## config.mk

```make
export PLATFORM = sky130hd
export DESIGN_NAME = unidade_acesso_memoria
export DESIGN_NICKNAME = d
export VERILOG_FILES = /design/src/rtl/unidade_acesso_memoria.sv
export SDC_FILE = /design/constraint.sdc
export NUM_CORES = 1
export LEC_CHECK = 0
export BUFFER_PORTS_ARGS = -buffer_cell sky130_fd_sc_hd__buf_2
export CORE_MARGIN = 3
export CORE_UTILIZATION = 45
export DETAILED_ROUTE_END_ITERATION = 10
export GPL_TIMING_DRIVEN = 0
export PLACE_DENSITY = 0.73
export SETUP_SLACK_MARGIN = 0.5
export SKIP_CTS_REPAIR_TIMING = 1
export SYNTH_ARGS = -nofsm -noshare
export SYNTH_HDL_FRONTEND = slang
export SYNTH_SLANG_ARGS = --single-unit
```

## constraint.sdc

```tcl
create_clock -name Clock -period 2.3 [get_ports Clock]
set_clock_uncertainty 0.05 [all_clocks]
set_input_delay 0.23 -clock Clock [delete_from_list [all_inputs] [get_ports Clock]]
set_output_delay 0.23 -clock Clock [all_outputs]
set_load 0.03 [all_outputs]
```

## src/rtl/unidade_acesso_memoria.sv

```systemverilog
// Memory access unit: accepts one load/store from the pipeline and sequences the data-memory access.
// Store done 1 cycle after acceptance, load response valid 2 cycles after; ReqPronto low while busy, response held until RespPronto.
module unidade_acesso_memoria (
   input  logic       Clock,
   input  logic       Reset_n,
   input  logic       ReqValido,
   input  logic       ReqEscrita,
   input  logic [7:0] ReqEndereco,
   input  logic [7:0] ReqDado,
   output logic       ReqPronto,
   output logic       RespValido,
   output logic [7:0] RespDado,
   input  logic       RespPronto,
   output logic [7:0] Endereco,
   output logic [7:0] DadoEscrito,
   output logic       EscMem,
   output logic       LerMem,
   input  logic [7:0] DadoLido,
   input  logic       ZeraCont,
   output logic [7:0] ContEscritas,
   output logic [7:0] ContLeituras
);

   typedef enum logic [1:0] {
      OCIOSO   = 2'd0,
      ESCREVE  = 2'd1,
      LE       = 2'd2,
      RESPOSTA = 2'd3
   } estado_t;

   estado_t estado;

   // Strobes come straight from the state register so an async reset drops them at once.
   assign ReqPronto  = (estado == OCIOSO);
   assign EscMem     = (estado == ESCREVE);
   assign LerMem     = (estado == LE);
   assign RespValido = (estado == RESPOSTA);

   always_ff @(posedge Clock or negedge Reset_n) begin
      if (!Reset_n) begin
         estado       <= OCIOSO;
         Endereco     <= 8'h00;
         DadoEscrito  <= 8'h00;
         RespDado     <= 8'h00;
         ContEscritas <= 8'h00;
         ContLeituras <= 8'h00;
      end else begin
         case (estado)
            OCIOSO: begin
               if (ReqValido) begin
                  Endereco    <= ReqEndereco;
                  DadoEscrito <= ReqDado;
                  estado      <= ReqEscrita ? ESCREVE : LE;
               end
            end
            ESCREVE: estado <= OCIOSO;
            LE: begin
               // DadoLido was refreshed by the memory on the falling edge inside LE.
               RespDado <= DadoLido;
               estado   <= RESPOSTA;
            end
            RESPOSTA: begin
               if (RespPronto)
                  estado <= OCIOSO;
            end
            default: estado <= OCIOSO;
         endcase

         if (ZeraCont) begin
            ContEscritas <= 8'h00;
            ContLeituras <= 8'h00;
         end else begin
            if (estado == ESCREVE && ContEscritas != 8'hFF)
               ContEscritas <= ContEscritas + 8'd1;
            if (estado == LE && ContLeituras != 8'hFF)
               ContLeituras <= ContLeituras + 8'd1;
         end
      end
   end

endmodule

```

* Word level (Yosys, flattened, before mapping)
Index checks and enable logic that the tools add are counted.
Storage, ports and cells: bits in registers 42, bits of input ports 30, output and inout bits 44, logic and storage cells 30
Operators by class: $add $sub $neg 2, eq/ne operators 7, mux-type cells 8, reduce and logical (&&, ||, !) cells 7
Operators with widths (number):
- $mux 8 | 4
- $add 8x1->8 const B | 2
- $ne 8x8->1 const B | 2
- $pmux 2 s4 | 1
- $mux 2 | 3
- $eq 2x2->1 const B | 2
- $reduce_and 2->1 | 2
- $reduce_bool 2->1 | 2
- $eq 2x1->1 const B | 1
- $logic_and 1x1->1 | 2
- $logic_not 2->1 | 1
- $ne 2x1->1 const B | 1
- $ne 2x2->1 const B | 1

* Logic depth before layout (Yosys ltp)
Gate-level depths: netlist of the first run.
depth after elaboration 4, gate-level depth with buffers 5, mapped depth without buffers 5

* Worst setup path before layout of the first run
No wires, ideal clock.
kind reg2reg, start point register ContEscritas[0], end point register ContEscritas[1], library setup time 132 ps, arrival 1532 ps, data required time 2118 ps, setup slack 586 ps, stages on the path, launching flop included 6, path buffers 0, clock period less this slack 1714 ps, cell sequence dfrtp_1 ha_1 nand3_1 o21ai_0 mux2i_1 nor2_1
On the way: longest elaborated chain between the ends 3, elaborated cells between the ends (all ways) 6, those cells by class add/sub (1); eq/ne (1); mux (2); reduce/logical (2)
Ends and longest elaborated chain:
- from (decl) | line 20 | output logic [7:0] ContEscritas,
- from (signal assigned) | line 74 | ContEscritas <= ContEscritas + 8'd1;
- $add 8x1->8 or $ne 8x8->1 (tied branches) | line 74, 73
- $mux 8 or $logic_and 1x1->1 (tied branches) | line 73 | if (estado == ESCREVE && ContEscritas != 8'hFF)
- $mux 8 or $reduce_bool 2->1 (tied branches)
Several ways; a longest one is shown, not always the timed one. The select of a mux whose other input is x is not followed. A chain may end at the register's enable or synchronous reset.

* Worst setup path in the final report of the first run
start point register estado[0], end point output port LerMem
On the way: longest elaborated chain between the ends 1
Ends and longest elaborated chain:
- from (decl) | line 31 | estado_t estado;
- from (signal assigned) | line 53 | estado <= ReqEscrita ? ESCREVE : LE;
- $eq 2x2->1 | line 36 | assign LerMem = (estado == LE);
- to (decl) | line 17 | output logic LerMem,
Every way passes these cells.

==> flow_metrics.env, run 1 <==
export IMPL_status="finished, final reports clean"
export IMPL_period_needed_ns=1.70
export IMPL_final_period_utilization_pct=74.1
export IMPL_drt_iter0_drc=144
export IMPL_pin_count=74
export IMPL_final_common_cell="buf_2"
export IMPL_io_buffers=72
export IMPL_diodes=0
export IMPL_die_w_um=70.2
export IMPL_crit_slowest_cell="dfrtp_2"
export IMPL_synth_cells=152
export IMPL_finalSetupViolCount=0
export IMPL_tightest_slew_ns=0.901
export IMPL_wire_per_inst_um=13.9
export IMPL_start_util_pct=48.7
export IMPL_antenna_found_initial=0
export IMPL_critPathMostFrequentCell="clkbuf_4"
export IMPL_synth_async_reset_ratio_pct=100
export IMPL_grt_max_degree=43
export IMPL_viasPerCell=5.27
export IMPL_die_area_um2=4920
export IMPL_yosysSeqAreaShare_pct=56.8
export IMPL_cts_sinks=42
export IMPL_vdd_drop_max_v=0.000799
export IMPL_drt_antenna_violating_nets=0
export IMPL_synth_xor_area_share_pct=2.36
export IMPL_p_seq_share_pct=37.4
export IMPL_p_int_w=0.00178
export IMPL_hold_class="input port to asynchronous set/reset pin"
export IMPL_critPathLaunchType="flop"
export IMPL_via_count=1470
export IMPL_clk_pin_slew_worst_paths_ns=0.08
export IMPL_design_core_area_um2=3800
export IMPL_grt_ovfl_total=0
export IMPL_synth_cell_type_count=35
export IMPL_fin_setup_tns_ns=0
export IMPL_synthFlopType="dfrtp_1"
export IMPL_num_rows=22
export IMPL_cts_root_buf="clkbuf_8"
export IMPL_worstSkewPairLatency_ns=0.28
export IMPL_hold_viol=0
export IMPL_synth_edf_count=0
export IMPL_critical_path_class="flop to primary output"
export IMPL_synth_top_family_by_area="multiplexers"
export IMPL_synthMuxAreaShare_pct=17.3
export IMPL_avgSynthCellArea_um2=12.2
export IMPL_final_cell_mix="72 x buf_2, 40 x dfrtp_1, 24 x mux2_2, 13 x nor2_1"
export IMPL_multi_input_area_um2=766
export IMPL_p_leak_nw=1.20
export IMPL_final_util_pct=62.5
export IMPL_synth_fa_ha_area_share_pct=1.35
export IMPL_stdcell_count=279
export IMPL_cts_max_path_buffers=2
export IMPL_n_fill_cell=317
export IMPL_ys_seq_elements=42
export IMPL_rsz0062_at_grt="true"
export IMPL_combinationalPowerShare_pct=47.9
export IMPL_yosys_warnings=0
export IMPL_nets=264
export IMPL_cpPeakStageDelay_ns=0.45
export IMPL_max_slew_margin_pct=40.0
export IMPL_power_density_nw_per_um2=1300
export IMPL_grt_pass1_wl_um=6820
export IMPL_p_sw_w=0.00130
export IMPL_synth_cell_area_um2=1850
export IMPL_drive_above_1_share_pct=48.1
export IMPL_synthSimpleGateAreaFrac_pct=13.9
export IMPL_crit_path_end_kind="primary output"
export IMPL_worstPathCellList="nor2b_2 > buf_6 > clkbuf_4 > clkbuf_4"
export IMPL_htreeDepth=2
export IMPL_wirelength_um=3890
export IMPL_dr_pass1_iters=4
export IMPL_cts_tree="built"
export IMPL_seq_area_um2=1050
export IMPL_place_congestion=0.835
export IMPL_place_inst=272
export IMPL_p_clk_share_pct=14.7
export IMPL_crit_fanout=10
export IMPL_cts_buffers=5
export IMPL_groute_usage_overall_pct=17.1
export IMPL_place_hpwl_um=2880
export IMPL_die_h_um=70.2
export IMPL_synth_compound_area_share_pct=6.22
export IMPL_swShare_pct=42.1
export IMPL_area_growth_pct=28.2
export IMPL_maxCapViolations=0
export IMPL_syn_num_nets=184
export IMPL_finalMaxSlewViolations=0
export IMPL_cp_data_required_time_ns=2.02
export IMPL_max_freq_ghz=0.587
export IMPL_drc_errors=0
export IMPL_grt_pass1_vias=1553
export IMPL_cp_arrival_ns=1.42
[Yosys cell counts (all sizes together) (2+ instances only)]
master / instances / area, um^2
o21ai: 7 / 35.0
mux2: 24 / 270
xor2: 5 / 43.8
nand3: 5 / 25.0
nor2: 14 / 55.1
nand2: 7 / 33.8
ha: 2 / 25.0
o2111ai: 2 / 17.5
and3: 2 / 12.5
mux2i: 5 / 50.1
and2: 4 / 25.0
nand2b: 2 / 12.5
a21oi: 5 / 25.0
buf: 4 / 25.0
inv: 3 / 11.3
nor3: 2 / 10.0
nand4: 3 / 18.8
dfrtp: 42 / 1050
o31ai: 2 / 15.0
[metrics by stage]
stage	hold slack (ns)	setup WS [ns]	cell area (um^2)	power, W
6_report	0.0203	0.596	2370	0.00308
5_1_grt	0.0965	0.496	2370	0.00328
3_3_place_gp	0.373	0.506	2270	0.00260
4_1_cts	0.0583	0.439	2350	0.00309
2_1_floorplan	-0.116	0.586	1850	0.00220
3_5_place_dp	0.364	0.473	2270	0.00263
[layout make-up]
| cell class | count | area share, % |
|---|---|---|
| Buffer | 5 | 1.32 |
| Timing Repair Buffer | 73 | 15.6 |
| Sequential cell | 42 | 44.4 |
| Clock buffer | 6 | 3.48 |
| Tap cell | 48 | 2.53 |
| Inverter | 3 | 0.474 |
| Multi-Input combinational cell | 102 | 32.2 |
[critical path, delay by kind of cell (launching register included)]
family        cells  cell delay (ns)
buf+inv           3             0.56
flops             1             0.45
simple gates      1             0.14
[final timing paths]
path                                  start              end  slack (ns)  cells after the start
worst max-delay path              estado[0]           LerMem        0.60                      4
worst min-delay path                Reset_n  ContLeituras[4]        0.02                      1
worst max register to register    estado[0]   DadoEscrito[5]        0.61                      4
worst min register to register  RespDado[7]      RespDado[7]        0.45                      1
max in group asynchronous           Reset_n        estado[1]        1.55                      1
min in group Clock               ReqEscrita        estado[1]        0.10                      2
[flip-flops by register name (all words and copies together) (netlist names)]
name / flops
ContEscritas: 8
ContLeituras: 8
DadoEscrito: 8
Endereco: 8
RespDado: 8
estado: 2
[per-layer routing]
metal	part of all wire (%)	track usage [%]
met5	0	0
met4	0.44	4.47
met3	10	7.34
met2	48	27.3
met1	42	21.2
[power by group through the flow]
stage	Combinational [W]	Clock [W]	Sequential [W]
final	0.00148	0.000452	0.00115
after global routing	0.00158	0.000503	0.00119
after CTS	0.00146	0.000469	0.00117
after detailed placement	0.00145	0	0.00118
after global placement	0.00143	0	0.00117
after floorplan	0.000557	0	0.00164
[kinds of logic after synthesis]
family | after synthesis
flops | 42
simple gates | 47
mux | 29
compound gates | 19
buf+inv | 8
fa+ha+maj | 2
xor+xnor | 5
Power figures use the tool's default switching activity.
==> run 2: changes to the inputs <==
==> constraint.sdc (replaced) <==
create_clock -name Clock -period 1.7 [get_ports Clock]
set_clock_uncertainty 0.05 [all_clocks]
set_input_delay 0.17 -clock Clock [delete_from_list [all_inputs] [get_ports Clock]]
set_output_delay 0.17 -clock Clock [all_outputs]
set_load 0.03 [all_outputs]
==> flow_metrics.env, run 2 (synthesis results as in run 1) <==
export IMPL_drt_iter0_drc=69
export IMPL_status="finished, violations left"
export IMPL_hold_class="input port to asynchronous set/reset pin"
export IMPL_cp_data_required_time_ns=1.87
export IMPL_htreeDepth=2
export IMPL_rsz0062_at_grt="true"
export IMPL_crit_fanout=7
export IMPL_power_density_nw_per_um2=1770
export IMPL_swShare_pct=39.2
export IMPL_diodes=0
export IMPL_max_freq_ghz=0.637
export IMPL_combinationalPowerShare_pct=53.9
export IMPL_drt_antenna_violating_nets=0
export IMPL_worstPathCellList="nor2b_4 > buf_8 > nand2_4 > or4_4 > a21oi_2"
export IMPL_die_h_um=70.2
export IMPL_worstSkewPairLatency_ns=0.30
export IMPL_pin_count=74
export IMPL_crit_slowest_cell="dfrtp_2"
export IMPL_via_count=1617
export IMPL_p_int_w=0.00319
export IMPL_max_slew_margin_pct=39.7
export IMPL_die_area_um2=4920
export IMPL_critical_path_class="flop to flop"
export IMPL_grt_pass1_vias=1548
export IMPL_die_w_um=70.2
export IMPL_violations="hold timing"
export IMPL_final_cell_mix="64 x buf_2, 24 x dfrtp_1, 23 x mux2_4, 18 x dfrtp_2"
export IMPL_cpPeakStageDelay_ns=0.48
export IMPL_period_needed_ns=1.57
export IMPL_cts_max_path_buffers=2
export IMPL_cts_sinks=42
export IMPL_p_leak_nw=1.42
export IMPL_start_util_pct=48.7
export IMPL_maxCapViolations=0
export IMPL_area_growth_pct=59.9
export IMPL_grt_max_degree=43
export IMPL_viasPerCell=5.30
export IMPL_num_rows=22
export IMPL_wirelength_um=4780
export IMPL_hold_viol=42
export IMPL_fin_ws_ns=0.131
export IMPL_wire_per_inst_um=15.7
export IMPL_n_fill_cell=241
export IMPL_cts_buffers=5
export IMPL_cts_tree="built"
export IMPL_design_core_area_um2=3800
export IMPL_final_period_utilization_pct=92.3
export IMPL_drc_errors=0
export IMPL_p_clk_share_pct=15.1
export IMPL_cp_arrival_ns=1.74
export IMPL_place_hpwl_um=3110
export IMPL_critPathLaunchType="flop"
export IMPL_groute_usage_overall_pct=17.9
export IMPL_antenna_found_initial=0
export IMPL_crit_path_end_kind="flop"
export IMPL_hold_slack_ns=-0.0508
export IMPL_p_seq_share_pct=31.0
export IMPL_clk_pin_slew_worst_paths_ns=0.08
export IMPL_tightest_slew_ns=0.904
export IMPL_grt_pass1_wl_um=7140
export IMPL_finalSetupViolCount=0
export IMPL_io_buffers=72
export IMPL_place_congestion=0.858
export IMPL_final_common_cell="buf_2"
export IMPL_fin_setup_tns_ns=0
export IMPL_p_sw_w=0.00206
export IMPL_dr_pass1_iters=4
export IMPL_nets=288
export IMPL_cts_root_buf="clkbuf_8"
export IMPL_grt_ovfl_total=0
export IMPL_vdd_drop_max_v=0.00121
export IMPL_preCtsSetupSlack_ns=0.0853
export IMPL_drive_above_1_share_pct=68.9
export IMPL_finalMaxSlewViolations=0
[run 2: critical path: cells and delay by family (launching register included)]
family	cells	cell delay (ns)
compound gates	1	0.13
buf+inv	1	0.14
flops	1	0.48
simple gates	3	0.68
[run 2: layer usage]
metal,part of all wire [%],vias to the layer above,track usage (%)
met2,49,60,28.4
met4,1.3,0,5.53
li1,-,750,-
met1,41,802,22.2
met5,0,-,0
met3,8.0,5,7.34
[run 2: area by class of cell]
type,instances,area [um^2],area share (%)
flip-flops and latches,42,1070,36.3
clock buffers,5,68.8,2.32
well taps,48,60.1,2.03
clock inverters,3,45.0,1.52
multi-input cells,102,982,33.2
repair buffers,97,662,22.4
plain buffers,5,57.6,1.94
inverters,3,11.3,0.380
[run 2: power by group through the flow]
| stage | combinational, W | clock, W | sequential, W |
|---|---|---|---|
| 6_report | 0.00283 | 0.000791 | 0.00163 |
| 5_1_grt | 0.00297 | 0.000856 | 0.00168 |
| 4_1_cts | 0.00222 | 0.000807 | 0.00163 |
| 3_5_place_dp | 0.00223 | 0 | 0.00164 |
| 3_3_place_gp | 0.00218 | 0 | 0.00162 |
| 2_1_floorplan | 0.000994 | 0 | 0.00227 |
[run 2: worst paths after layout]
path                        startpoint               to  slack, ns  depth (start not counted)
max in group asynchronous      Reset_n  ContEscritas[0]       1.03                          1
setup reg to reg             estado[0]  ContLeituras[5]       0.13                          5
min in group Clock          ReqEscrita        estado[1]       0.02                          2
hold / removal                 Reset_n  ContLeituras[5]      -0.05                          1
setup / recovery             estado[0]  ContLeituras[5]       0.13                          5
hold reg to reg            Endereco[0]      Endereco[0]       0.46                          1
[run 2: per-stage QoR]
stage,std cells,cell area [um^2],power [W],utilization (%)
after detailed placement,272,2460,0.00386,64.8
after global placement,272,2460,0.00379,64.8
after global routing,305,2960,0.00551,77.9
after floorplan,152,2040,0.00326,-
final,305,2960,0.00525,77.9
after CTS,280,2570,0.00466,67.8
